[config.mk]
export PLATFORM = sky130hd
export DESIGN_NAME = timing_nco
export DESIGN_NICKNAME = d
export VERILOG_FILES = /design/src/rtl/msk_rx_pkg.sv /design/src/rtl/ctrl_sat.sv /design/src/rtl/timing_nco.sv
export SDC_FILE = /design/constraint.sdc
export NUM_CORES = 1
export LEC_CHECK = 0
export ABC_AREA = 0
export CORE_AREA = 2 2 96 98
export DETAILED_ROUTE_END_ITERATION = 16
export DIE_AREA = 0 0 98 100
export GPL_TIMING_DRIVEN = 0
export PLACE_DENSITY = 0.82
export SLEW_MARGIN = 20
export SYNTH_ARGS = -nofsm -noshare
export SYNTH_HDL_FRONTEND = slang
export SYNTH_SLANG_ARGS = --single-unit
[constraint.sdc]
create_clock -name clk -period 7.5 [get_ports clk]
set_input_delay 1.5 -clock clk [delete_from_list [all_inputs] [get_ports clk]]
set_output_delay 1.5 -clock clk [all_outputs]
set_load 0.01 [all_outputs]
[src/rtl/msk_rx_pkg.sv]
// rtl/msk_rx_pkg.sv - shared NCO state encoding and default datapath widths
package msk_rx_pkg;

    typedef enum logic {
        ACQ   = 1'b0,
        TRACK = 1'b1
    } nco_state_t;

    localparam int WCTRL = 18;
    localparam int WACC  = 24;
    localparam int WMU   = 16;

endpackage

[src/rtl/ctrl_sat.sv]
// rtl/ctrl_sat.sv - combinational symmetric signed saturation to +/-LIM
module ctrl_sat #(
    parameter int W   = 18,
    parameter int LIM = 65535
) (
    input  logic signed [W-1:0] din,
    output logic signed [W-1:0] dout
);

    // One guard bit so LIM and -LIM are representable for any legal LIM.
    localparam logic signed [W:0] POS = (W+1)'(LIM);
    localparam logic signed [W:0] NEG = -POS;

    logic signed [W:0] ext;

    always_comb begin
        ext = {din[W-1], din};
        if (ext > POS) begin
            dout = POS[W-1:0];
        end else if (ext < NEG) begin
            dout = NEG[W-1:0];
        end else begin
            dout = din;
        end
    end

endmodule

[src/rtl/timing_nco.sv]
// rtl/timing_nco.sv - symbol timing NCO with acquisition/tracking control and fractional interval output
module timing_nco #(
    parameter int WCTRL    = msk_rx_pkg::WCTRL,
    parameter int WACC     = msk_rx_pkg::WACC,
    parameter int SPS_LOG2 = 2,
    parameter int WMU      = msk_rx_pkg::WMU,
    parameter int CTRL_LIM = 65535,
    parameter int ACQ_SYMS = 16
) (
    input  logic                    clk,
    input  logic                    reset_n,
    input  logic                    sample_val_i,
    input  logic signed [WCTRL-1:0] ctrl_i,
    input  logic                    ctrl_val_i,
    input  logic                    resync_i,
    output logic                    strobe_o,
    output logic [WMU-1:0]          mu_o,
    output logic                    locked_o,
    output logic [15:0]             sym_cnt_o
);

    localparam logic [WACC:0] NOM_INC = (WACC+1)'(1) << (WACC - SPS_LOG2);
    localparam int            WCNT    = $clog2(ACQ_SYMS + 1);
    localparam logic [WCNT-1:0] ACQ_LAST = WCNT'(ACQ_SYMS - 1);

    // The clamp must keep every step positive and below two nominal steps,
    // otherwise one sample could wrap twice or never advance.
    if (64'(CTRL_LIM) >= (64'(1) << (WACC - SPS_LOG2 - 1))) begin : g_lim_check
        $error("timing_nco: CTRL_LIM must be below NOM_INC/2");
    end

    msk_rx_pkg::nco_state_t  state;
    logic [WACC-1:0]         acc;
    logic signed [WCTRL-1:0] ctrl_q;
    logic signed [WCTRL-1:0] sat_ctrl;
    logic [WCNT-1:0]         acq_cnt;
    logic [WACC:0]           eff_ctrl;
    logic [WACC:0]           sum;
    logic [WACC-1:0]         residual;
    logic                    wrap;
    logic                    mu_ovf;
    logic [WMU-1:0]          mu_next;

    ctrl_sat #(
        .W   (WCTRL),
        .LIM (CTRL_LIM)
    ) u_ctrl_sat (
        .din  (ctrl_i),
        .dout (sat_ctrl)
    );

    always_comb begin
        eff_ctrl = '0;
        if (state == msk_rx_pkg::TRACK) begin
            eff_ctrl = {{(WACC + 1 - WCTRL){ctrl_q[WCTRL-1]}}, ctrl_q};
        end
    end

    assign sum      = {1'b0, acc} + NOM_INC + eff_ctrl;
    assign wrap     = sample_val_i & sum[WACC];
    assign residual = sum[WACC-1:0];

    // Residual scaled by samples-per-symbol gives mu; saturate when it exceeds one sample.
    assign mu_ovf  = (residual >> (WACC - SPS_LOG2)) != '0;
    assign mu_next = mu_ovf ? '1 : WMU'(residual >> (WACC - SPS_LOG2 - WMU));

    always_ff @(posedge clk or negedge reset_n) begin
        if (!reset_n) begin
            state     <= msk_rx_pkg::ACQ;
            acc       <= '0;
            ctrl_q    <= '0;
            acq_cnt   <= '0;
            strobe_o  <= 1'b0;
            mu_o      <= '0;
            locked_o  <= 1'b0;
            sym_cnt_o <= '0;
        end else begin
            strobe_o <= wrap;
            if (wrap) begin
                mu_o      <= mu_next;
                sym_cnt_o <= sym_cnt_o + 16'd1;
            end

            if (resync_i) begin
                state    <= msk_rx_pkg::ACQ;
                acc      <= '0;
                ctrl_q   <= '0;
                acq_cnt  <= '0;
                locked_o <= 1'b0;
            end else begin
                if (sample_val_i) begin
                    acc <= residual;
                end
                if (ctrl_val_i) begin
                    ctrl_q <= sat_ctrl;
                end
                if (wrap && state == msk_rx_pkg::ACQ) begin
                    if (acq_cnt == ACQ_LAST) begin
                        state    <= msk_rx_pkg::TRACK;
                        locked_o <= 1'b1;
                        acq_cnt  <= '0;
                    end else begin
                        acq_cnt <= acq_cnt + WCNT'(1);
                    end
                end
            end
        end
    end

endmodule

After elaboration in Yosys (flattened, before gate mapping)
Cells that the tools add are included.
Widths: inputs -> output; s select.

storage, ports and cells
  logic and storage cells = 37
  input port bits = 23
  output and inout bits = 34
  bits in registers = 81

cells by class
  bitwise gates (word level) = 2
  mux-type cells = 14
  magnitude comparators = 2
  add/sub/neg operators = 4
  equal/unequal tests = 1
  reduce and logical (&&, ||, !) cells = 7

operators with widths
  kind                    count
  $mux 18                 4
  $mux 24                 2
  $add 24x23->25 const B  1
  $add 25x25->25          1
  $mux 25                 1
  $reduce_bool 24->1      1
  $gt 18x17->1 const B    1
  $lt 18x17->1 const B    1
  $add 16x1->16 const B   1
  $mux 16                 1
  $mux 5                  3
  $reduce_bool 2->1       4
  $add 5x1->5 const B     1
  $eq 5x4->1 const B      1
  $mux 1                  3
  $reduce_and 2->1        1
  $and 1x1->1             1
  $logic_and 1x1->1       1
  $not 1->1               1

Longest topological paths before layout
  depth in word-level cells = 6
  mapped depth = 18
  depth with buffers taken out = 13

Modules after synthesis
From an unflattened synthesis, not the netlist that was laid out.

unflattened totals
  cell total of the unflattened synthesis = 524
  area, all modules = 5141.2 um2

by module, submodules not included
  module      sequential area each (um2)  instances  cells each  area an instance (um2)
  timing_nco  2026.9                      1          478         4890.9
  ctrl_sat    0.0                         1          46          250.2

Least setup slack after synthesis
OpenSTA, ideal clock, no wires.

  kind = reg-to-reg
  start = reg state
  end = reg mu_o[10]
  required time = 7379 ps
  slack = 3895 ps
  cell stages (with the launch flop) = 18
  path buffers = 4
  setup time = 121 ps
  period minus slack after synthesis = 3605 ps
  arrival = 3483 ps
  cells stage by stage = dfrtp_1 -> clkbuf_1 -> clkbuf_1 -> and2_1 -> ha_1 -> ha_1 -> inv_1 -> fa_1 -> nor2b_1 -> o31ai_1 -> a21boi_1 -> a21oi_2 -> nor4_1 -> nor3_1 -> or3b_1 -> buf_6 -> buf_6 -> o22a_1

on the way
  word-level cells in the longest chain between the ends = 4
  elaborated cells on any way between the ends = 5
  classes of those cells = 1 x add/sub; 2 x mux; 1 x bitwise; 1 x reduce/logical

RTL lines
  element                   RTL line          text
  start: declaration        timing_nco.sv:32  msk_rx_pkg::nco_state_t state;
  start signal: assignment  timing_nco.sv:69  state <= msk_rx_pkg::ACQ;
  start signal: assignment  timing_nco.sv:85  state <= msk_rx_pkg::ACQ;
  start signal: assignment  timing_nco.sv:99  state <= msk_rx_pkg::TRACK;
  $mux 25 (*)               timing_nco.sv:54  if (state == msk_rx_pkg::TRACK) begin
  $add 25x25->25 (*)        timing_nco.sv:59  assign sum = {1'b0, acc} + NOM_INC + eff_ctrl;
  $reduce_bool 24->1        timing_nco.sv:64  assign mu_ovf = (residual >> (WACC - SPS_LOG2)) != '0;
  $mux 16                   timing_nco.sv:65  assign mu_next = mu_ovf ? '1 : WMU'(residual >> (WACC - SPS_LOG2 - WMU));
  end signal: assignment    timing_nco.sv:80  mu_o <= mu_next;
  end: declaration          timing_nco.sv:17  output logic [WMU-1:0] mu_o,

Mark *: on every way between the ends. The rest lies on a longest branch, timed or not.
A chain may end at the register's enable or synchronous reset.

Final worst setup path
Same ends and word-level chain as after synthesis.

==> qor.txt <==
outcome: complete, no violations
area delta synth->final: 18.03%
Ports: 57
first-pass GRT wire length: 19.26 mm
Final WS setup: 3.111 ns
CTS H-tree depth: 3
Post-Syn Instances: 522
Tot GR Track Use: 0.2409
worst path cell trace: clkbuf_1, clkbuf_1, nand2_1, inv_1, ha_1, ha_1, nand4_1, nor3_1, a22o_1, a21o_1, nor3_1, and3b_1, buf_4, or3b_1, buf_6, buf_6, o22a_1
Fin Setup TNS: 0 ns
net count after synthesis: 596
Crit. End Element: flop
Final min period: 4.390 ns
Clock Sink Count: 81
Main synth FF type: dfrtp_1
fin crit share: 0.5853
Slew headroom: 0.4384
number of global-route vias before repair: 4102
Final Hold Vio Count: 0
delay-heaviest family, CP: buffers and inverters
per-instance average area after synthesis: 9.746 um^2
Worst-Skew Late Latency: 0.35 ns
final wirelength: 11.51 mm
worst-margin pin slew: 0.8424 ns
Ys Warns: 0
filler cell count: 702
Resize count post-CTS: 0
Required @ worst endpoint: 7.74 ns
clock skew: 0.01313 ns
Initial DRC Count: 191
Comb pwr share: 0.132
CTS tree: done
Final GP Congestion: 0.9656
Seq pwr share: 0.511
core area: 0.008890 mm^2
Vias: 4213
number of buffers created by CTS: 9
Cell Pwr Density: 154.5 mW/mm^2
CP Buf/Inv Count: 6
internal power: 0.6839 mW
EDFF count, synth: 0
post-synthesis async set-or-reset flop share: 1.000
drt via density: 5.967
P_sw: 0.2440 mW
Slowest Stage Delay on Critical Path: 0.41 ns
Clock transition at path regs: 0.09 ns
Startpoint Class: flop
largest net degree at the start of global routing: 43
WP data arrival: 4.63 ns
synthesized flop and latch total: 81
fin nets: 664
Setup CP Type: flop to flop
Rows: 35
CTS Buffer Depth: 2
max-cap violations: 0
Peak VDD IR: 0.0001194 V
final setup violation count: 0
Die W: 98 um
die height: 100 um
Distinct cells, synth: 53
DR WL/cell: 16.31 um
Antenna Cells: 0
post-synthesis sequential area ratio: 0.3984
port bufs: 56
initial antenna violation count: 0
Switching Share: 0.2630
Pleak: 2.879 nW
# DRC: 0
dpl hpwl: 8.740 mm
Die Area: 0.009800 mm^2
RSZ-0062 raised after global routing: no
worst-path maximum fanout: 10
global route overflow: 0
layout cells sized above 1: 0.05378
root buf cell: clkbuf_8
cts hold-fix bufs: 0
Max Freq: 0.2278 GHz
Initial Util: 0.5723
Worst Hold Class: flop to flop
clock power share: 0.357
TritonRoute pass-1 iters: 4
Detail Route Antenna Nets: 0
pre-CTS setup slack: 3.191 ns
Final Max Slew Viols: 0
CP max stage cell: ha_1
mapped cell area: 0.005087 mm^2
Post-CTS Setup Inserts: 0
stage by stage:
step / util / power [mW] / hold slack, ns / std cells / instance area [um^2]
2_1_floorplan: - / 0.5364 / 0.4863 / 522 / 5087
3_3_place_gp: 0.6510 / 0.6021 / 0.4604 / 689 / 5787
3_5_place_dp: 0.6529 / 0.6072 / 0.4621 / 690 / 5804
4_1_cts: 0.6754 / 0.9340 / 0.4792 / 706 / 6005
5_1_grt: 0.6754 / 0.9647 / 0.5057 / 706 / 6005
6_report: 0.6754 / 0.9279 / 0.4724 / 706 / 6005
cells in the mapped netlist, types with 5 or more instances:
cell type	number	share of area
and2_1	17	0.021
a21o_1	6	0.0089
nand2b_1	21	0.026
nand2_1	19	0.014
mux2i_1	24	0.047
o22a_1	16	0.028
nor4_1	5	0.0061
inv_1	19	0.014
o21ai_1	5	0.0049
nand4_1	14	0.017
dfrtp_1	81	0.40
nor2_1	60	0.044
o21ai_0	16	0.016
a21oi_1	24	0.024
nor3_1	8	0.0079
nand3_1	13	0.013
clkbuf_1	14	0.010
a211oi_1	20	0.030
xnor2_1	30	0.052
and3_1	7	0.0086
ha_1	50	0.12
per-layer routing:
metal	wire (um)	up-vias	global-route usage
met5	0	-	0
met2	5526	122	0.4094
li1	-	2007	-
met4	187	0	0.07585
met1	5340	2065	0.3238
met3	456	19	0.03134
cells in the final DEF, fill, tap and decap left out, drive strengths merged, types with 2 or more instances in the layout:
master / Yosys / final
a211o: 2 / 2
a211oi: 21 / 21
a21boi: 3 / 3
a21o: 6 / 6
a21oi: 27 / 27
a31o: 2 / 2
and2: 17 / 17
and3: 7 / 7
and4: 2 / 2
buf: 8 / 10
clkbuf: 14 / 23
clkdlybuf4s50: 0 / 55
clkinvlp: 0 / 2
dfrtp: 81 / 81
ha: 50 / 50
inv: 19 / 22
mux2: 2 / 2
mux2i: 24 / 24
nand2: 19 / 19
nand2b: 21 / 21
nand3: 13 / 13
nand4: 14 / 14
nor2: 60 / 60
nor2b: 3 / 3
nor3: 8 / 8
nor3b: 3 / 3
nor4: 5 / 5
o21a: 2 / 2
o21ai: 21 / 21
o21bai: 2 / 2
o22a: 16 / 16
or3: 2 / 2
xnor2: 30 / 30
xor2: 4 / 4
power by group through the flow:
stage | registers [mW] | clock network (mW) | logic (mW)
CTS | 0.474 | 0.336 | 0.124
finish | 0.474 | 0.331 | 0.123
floorplan | 0.488 | 0 | 0.0481
detailed placement | 0.483 | 0 | 0.124
global placement | 0.482 | 0 | 0.120
global route | 0.478 | 0.353 | 0.134
cell families (layout without fill, tap and decap cells):
family                   count (synthesis)  after routing  synth area share
multiplexers                            26             26           0.05165
AO/OA/AOI/OAI                          111            111            0.1510
buffers and inverters                   41            114           0.03418
AND/OR/NAND/NOR                        178            178            0.1793
adder cells (fa/ha/maj)                 51             51            0.1269
flip-flops                              81             81            0.3984
XOR/XNOR                                34             34           0.05853
final cells by class:
class / count / area, um^2 / share of cell area
repair buffers: 57 / 578.1 / 0.09627
clock inverters: 7 / 76.32 / 0.01271
clock buffers: 9 / 123.9 / 0.02063
well taps: 111 / 138.9 / 0.02313
inverters: 19 / 71.32 / 0.01188
flip-flops and latches: 81 / 2027 / 0.3376
plain buffers: 22 / 102.6 / 0.01709
multi-input cells: 400 / 2887 / 0.4807
sequential cells by signal, indices dropped and copies added, names as in the netlist:
name	count
acq_cnt	5
acc	24
state	1
sym_cnt_o	16
mu_o	16
strobe_o	1
ctrl_q	18
worst paths after layout:
check,from,endpoint,slack [ns],depth (start not counted)
worst max-delay path,state,mu_o[10],3.11,17
worst min-delay path,sym_cnt_o[15],sym_cnt_o[15],0.47,1
worst max register to register,state,mu_o[10],3.11,17
worst min register to register,sym_cnt_o[15],sym_cnt_o[15],0.47,1
max in group asynchronous,reset_n,ctrl_q[10],5.77,2
min in group asynchronous,reset_n,mu_o[3],1.12,1
(Power assumes the default switching activity.)
==> RTL change 1, RTL diff (config.mk and constraints unchanged) <==
Compare `acq_cnt` against `ACQ_LAST` with >= in place of ==.
--- a/src/rtl/timing_nco.sv
+++ b/src/rtl/timing_nco.sv
@@ -95,7 +95,7 @@
                     ctrl_q <= sat_ctrl;
                 end
                 if (wrap && state == msk_rx_pkg::ACQ) begin
-                    if (acq_cnt == ACQ_LAST) begin
+                    if (acq_cnt >= ACQ_LAST) begin
                         state    <= msk_rx_pkg::TRACK;
                         locked_o <= 1'b1;
                         acq_cnt  <= '0;
Function: no difference found for any inputs over 10 cycles, from zero or initial values and one cycle with reset_n low; that may be too few to reach the edited logic, so the function may still have changed.
==> RTL change 1 against the original RTL <==
  * Sequential power down 5.3%
  * Largest power group unchanged
  * Total power fell by 9.2%
  * Critical endpoint is now mu_o[13]
  * Die area unchanged
  * First-iteration DRC count down 9.9%
  * Clock power is 2% lower
  * Wire length fell by 4.7%
  * Area after synthesis fell by 1.1%
  * Setup slack gained 0.14 ns
  * Synthesized cell count fell by 1.5%
  * Final area shrank 0.88%
  * Sequential share of layout area increased by 0.30 points
  * Hold slack better by 0.0036 ns
  * Sequential cell count unchanged
  * Highest routed layer unchanged
==> RTL change 1: results (changes against the original RTL) <==
Yosys warnings: 0 (unchanged)
Syn Nets: 589 (-1.2%)
Initial DRC Count: 172 (-9.9%)
worst ir drop on vdd: 71.4 µV (-40%)
DR WL met3: 622 µm (+36%)
RR Endpoint: mu_o[13]
library cells used by synthesis: 55 (+3.8%)
GR Util met1: 27.9% (-4.5 points)
register area share after synthesis: 40.3% (+0.45 points)
post-place instance area: 0.00576 mm² (-0.84%)
Worst Tran Pin Value: 0.763 ns (-0.0796 ns)
largest cells by area after synthesis: dfrtp_1, ha_1, nor2_1
# diodes: 0 (unchanged)
first-pass GRT wire length: 18500 µm (-3.8%)
clock latency at the later pin of the worst-skew pair: 0.37 ns (+0.02 ns)
Nets: 657 (-1.1%)
Via Count: 4061 (-3.6%)
met3 Use GR: 5.15% (+2.0 points)
final wirelength: 11000 µm (-4.7%)
commonest cells in the netlist: dfrtp_1, nor2_1, ha_1
hold depth: 1 (unchanged)
min-delay src: sym_cnt_o[15]
Clk power: 325 µW (-2%)
GR Util met2: 41.3% (+0.37 points)
reg2reg path depth: 16 (-1)
Pleak: 0.00298 µW (+3.6%)
Avg Cell Area, Syn: 9.79 µm² (+0.43%)
Data arrival, critical path: 4.49 ns (-0.14 ns)
met2 wire length: 5560 µm (+0.63%)
gp weighted congestion: 0.865 (-10%)
status: finished clean
PD cells: 142 mW/mm² (-8.4%)
vias in the first global route: 4097 (-0.12%)
highest metal used: met4
vias per cell: 5.82 (-2.5%)
placed insts: 682 (-1.2%)
largest net degree at the start of global routing: 58 (+35%)
Setup Skew: 0.0125 ns (-0.000590 ns)
hpwl dp: 8570 µm (-1.9%)
Sw Share: 24.5% (-1.8 points)
gr usage total: 23.4% (-0.66 points)
share of cells above drive strength 1: 5.45% (+0.073 points)
power share of the combinational group: 8.1% (-5.1 points)
# fillers: 688 (-2.0%)
Post-CTS Resized: 0 (unchanged)
worst hold slack: 0.476 ns (+0.00362 ns)
met1 wire length: 4570 µm (-14%)
min setup slack post-route: 3.25 ns (+0.143 ns)
CTS clock-pin slew for the worst setup and hold paths: 0.09 ns (about the same)
## RTL change 1: cell count changes after synthesis, moves of 5 or more
| cell | before | now |
|---|---|---|
| nand2_1 | 19 | 32 |
| nand3_1 | 13 | 3 |
| xor2_1 | 4 | 14 |
| nand4_1 | 14 | 5 |
| xnor2_1 | 30 | 21 |
| nor3_1 | 8 | 2 |
| nor2_1 | 60 | 65 |
## RTL change 1: how the worst max path moves through the flow
stage / endpoint / cells after the start
2_1_floorplan: mu_o[0] / 16
3_3_place_gp: sym_cnt_o[15] / 1
3_5_place_dp: mu_o[13] / 16
5_1_grt: sym_cnt_o[14] / 15
6_report: mu_o[13] / 16
4_1_cts: mu_o[13] / 16
## RTL change 1: cell families after synthesis
group / after synthesis / share of synthesized area, %
DFF: 81 / 40.3
AOI/OAI and AO/OA: 112 / 15.4
buffers and inverters: 35 / 2.91
and+or+nand+nor: 176 / 17.6
muxes: 23 / 4.63
adders and majority gates: 52 / 13.1
xor gates and xnor gates: 35 / 6.09
## RTL change 1: worst max-delay path, stage by stage (launching register included)
cell	delay, ns
dfrtp_1	0.41
clkbuf_1	0.30
clkbuf_1	0.33
and2_1	0.18
ha_1	0.15
ha_1	0.20
inv_1	0.07
fa_1	0.40
and2b_1	0.25
o2111ai_1	0.15
a21oi_2	0.26
o21ai_0	0.13
or4b_1	0.53
nand4_1	0.18
nand3_2	0.21
buf_6	0.21
o22a_1	0.18
## RTL change 1: cell type report
type                       count  area, µm²  area share [%]
multi-input combinational    398       2860            48.0
sequential                    81       2030            34.1
timing repair buffer          57        586            9.84
clock buffer                  11        141            2.38
tap                          111        139            2.33
buffer                        20       90.1            1.51
inverter                      15       56.3           0.946
clock inverter                 5       55.1           0.925
==> RTL change 2, RTL diff (same flow settings) <==
Made on the original files. Set the parameter `ACQ_SYMS` to 64 (it was 16).
--- a/src/rtl/timing_nco.sv
+++ b/src/rtl/timing_nco.sv
@@ -5,7 +5,7 @@
     parameter int SPS_LOG2 = 2,
     parameter int WMU      = msk_rx_pkg::WMU,
     parameter int CTRL_LIM = 65535,
-    parameter int ACQ_SYMS = 16
+    parameter int ACQ_SYMS = 64
 ) (
     input  logic                    clk,
     input  logic                    reset_n,
Behaviour: same outputs for any inputs over 10 cycles, from zero or initial values and one cycle with reset_n low; that may be too few to reach the edited logic, so the function may still have changed.
==> RTL change 2 against the original RTL <==
  * Area after synthesis up 1.8%
  * Sequential cell count up 2
  * Final area up 1.3%
  * Wire length up 1.6%
  * Total power up 13%
  * Setup slack better by 0.081 ns
  * Global-route usage up 0.95 points
  * Maximum frequency up 1.9%
  * First-iteration DRC count up 24%
  * Critical path type unchanged
==> RTL change 2: results (changes against the original RTL) <==
flop2flop setup slack: 3.19 ns (+0.08 ns)
Syn Nets: 606 (+1.7%)
# fillers: 716 (+2.0%)
Post-CTS Resized: 0 (unchanged)
Worst Tran Pin Value: 0.833 ns (-0.00890 ns)
Setup Skew: 0.0118 ns (-0.00131 ns)
GR Util met2: 42.8% (+1.9 points)
Non-Filler Instances: 716 (+1.4%)
status: finished clean
post-place instance area: 0.00590 mm² (+1.7%)
Clk pwr share: 28.7% (-7.0 points)
final wirelength: 11700 µm (+1.6%)
first drt pass iteration count: 5 (+1)
largest cells by area after synthesis: dfrtp_1, ha_1, nor2_1
Yosys warnings: 0 (unchanged)
vias per cell: 5.87 (-1.6%)
Nets: 674 (+1.5%)
# diodes: 0 (unchanged)
worst hold slack: 0.481 ns (+0.00863 ns)
commonest cells in the netlist: dfrtp_1, nor2_1, ha_1
gp weighted congestion: 0.894 (-7.4%)
RR Endpoint: mu_o[6]
Synth Flop Type: dfrtp_1
gr usage total: 25.0% (+0.95 points)
register area share after synthesis: 40.1% (+0.25 points)
max incr delay on CP: 0.49 ns (+0.08 ns)
slowest stage cell, crit path: or4_1
library cells used by synthesis: 52 (-1.9%)
hpwl dp: 8870 µm (+1.5%)
Data arrival, critical path: 4.56 ns (-0.07 ns)
Pleak: 0.00292 µW (+1.5%)
Initial DRC Count: 237 (+24%)
Cell Int Power: 763 µW (+12%)
met3 Use GR: 4.67% (+1.5 points)
PD cells: 172 mW/mm² (+11%)
Num CTS Buffers: 9 (unchanged)
share of cells above drive strength 1: 5.79% (+0.41 points)
vias in the first global route: 4181 (+1.9%)
placed insts: 700 (+1.4%)
first-pass GRT wire length: 19800 µm (+3.0%)
Mapped Cells: 532 (+1.9%)
worst ir drop on vdd: 90.0 µV (-25%)
power share of the combinational group: 21.1% (+7.9 points)
GR Util met1: 32.3% (about the same)
reg2reg path depth: 15 (-2)
largest net degree at the start of global routing: 57 (+33%)
RTL change 2: cell types whose count changed after synthesis, sizes merged, moves of 4 or more:
cell	delta
a21oi	+6
and2	+5
and3	+6
nand4	-7
o21a	+4
o21ai	-11
RTL change 2: critical path, delay by kind of cell (launching register included):
family | cells | cell delay, ns
compound gates | 6 | 1.70
buf+inv | 3 | 0.60
flops | 1 | 0.44
fa+ha+maj | 3 | 0.69
simple gates | 3 | 0.75
RTL change 2: cell families after synthesis:
group                    count (synthesis)  share of synthesized area (%)
buffers and inverters                   41                           3.36
flip-flops                              83                           40.1
AND/OR/NAND/NOR                        188                           18.5
adder cells (fa/ha/maj)                 51                           12.5
multiplexers                            23                           4.47
AO/OA/AOI/OAI                          113                           15.5
XOR/XNOR                                33                           5.58
RTL change 2: area by class of cell:
class	count	area share, %
plain buffers	25	1.87
inverters	16	0.987
multi-input cells	408	48.1
well taps	111	2.28
flip-flops and latches	83	34.1
clock inverters	4	0.411
clock buffers	12	2.55
repair buffers	57	9.62
RTL change 2: per-stage QoR:
stage	setup WS (ns)	total power, µW
global placement	1.98	747
global route	2.94	1100
finish	3.19	1050
CTS	3.23	1050
floorplan	3.92	629
detailed placement	3.31	758
RTL change 2: worst max path at each step:
stage	startpoint	endpoint	slack, ns
6_report	state	mu_o[6]	3.19
5_1_grt	state	mu_o[7]	2.94
4_1_cts	state	mu_o[6]	3.23
3_5_place_dp	state	mu_o[6]	3.31
3_3_place_gp	reset_n	acq_cnt[1]	1.98
2_1_floorplan	state	mu_o[10]	3.92
RTL change 2: routing by layer:
metal / vias to the layer above / wire length, µm
met3: 25 / 564
met4: 0 / 262
met2: 115 / 5800
met1: 2039 / 5070
met5: - / 0
li1: 2024 / -
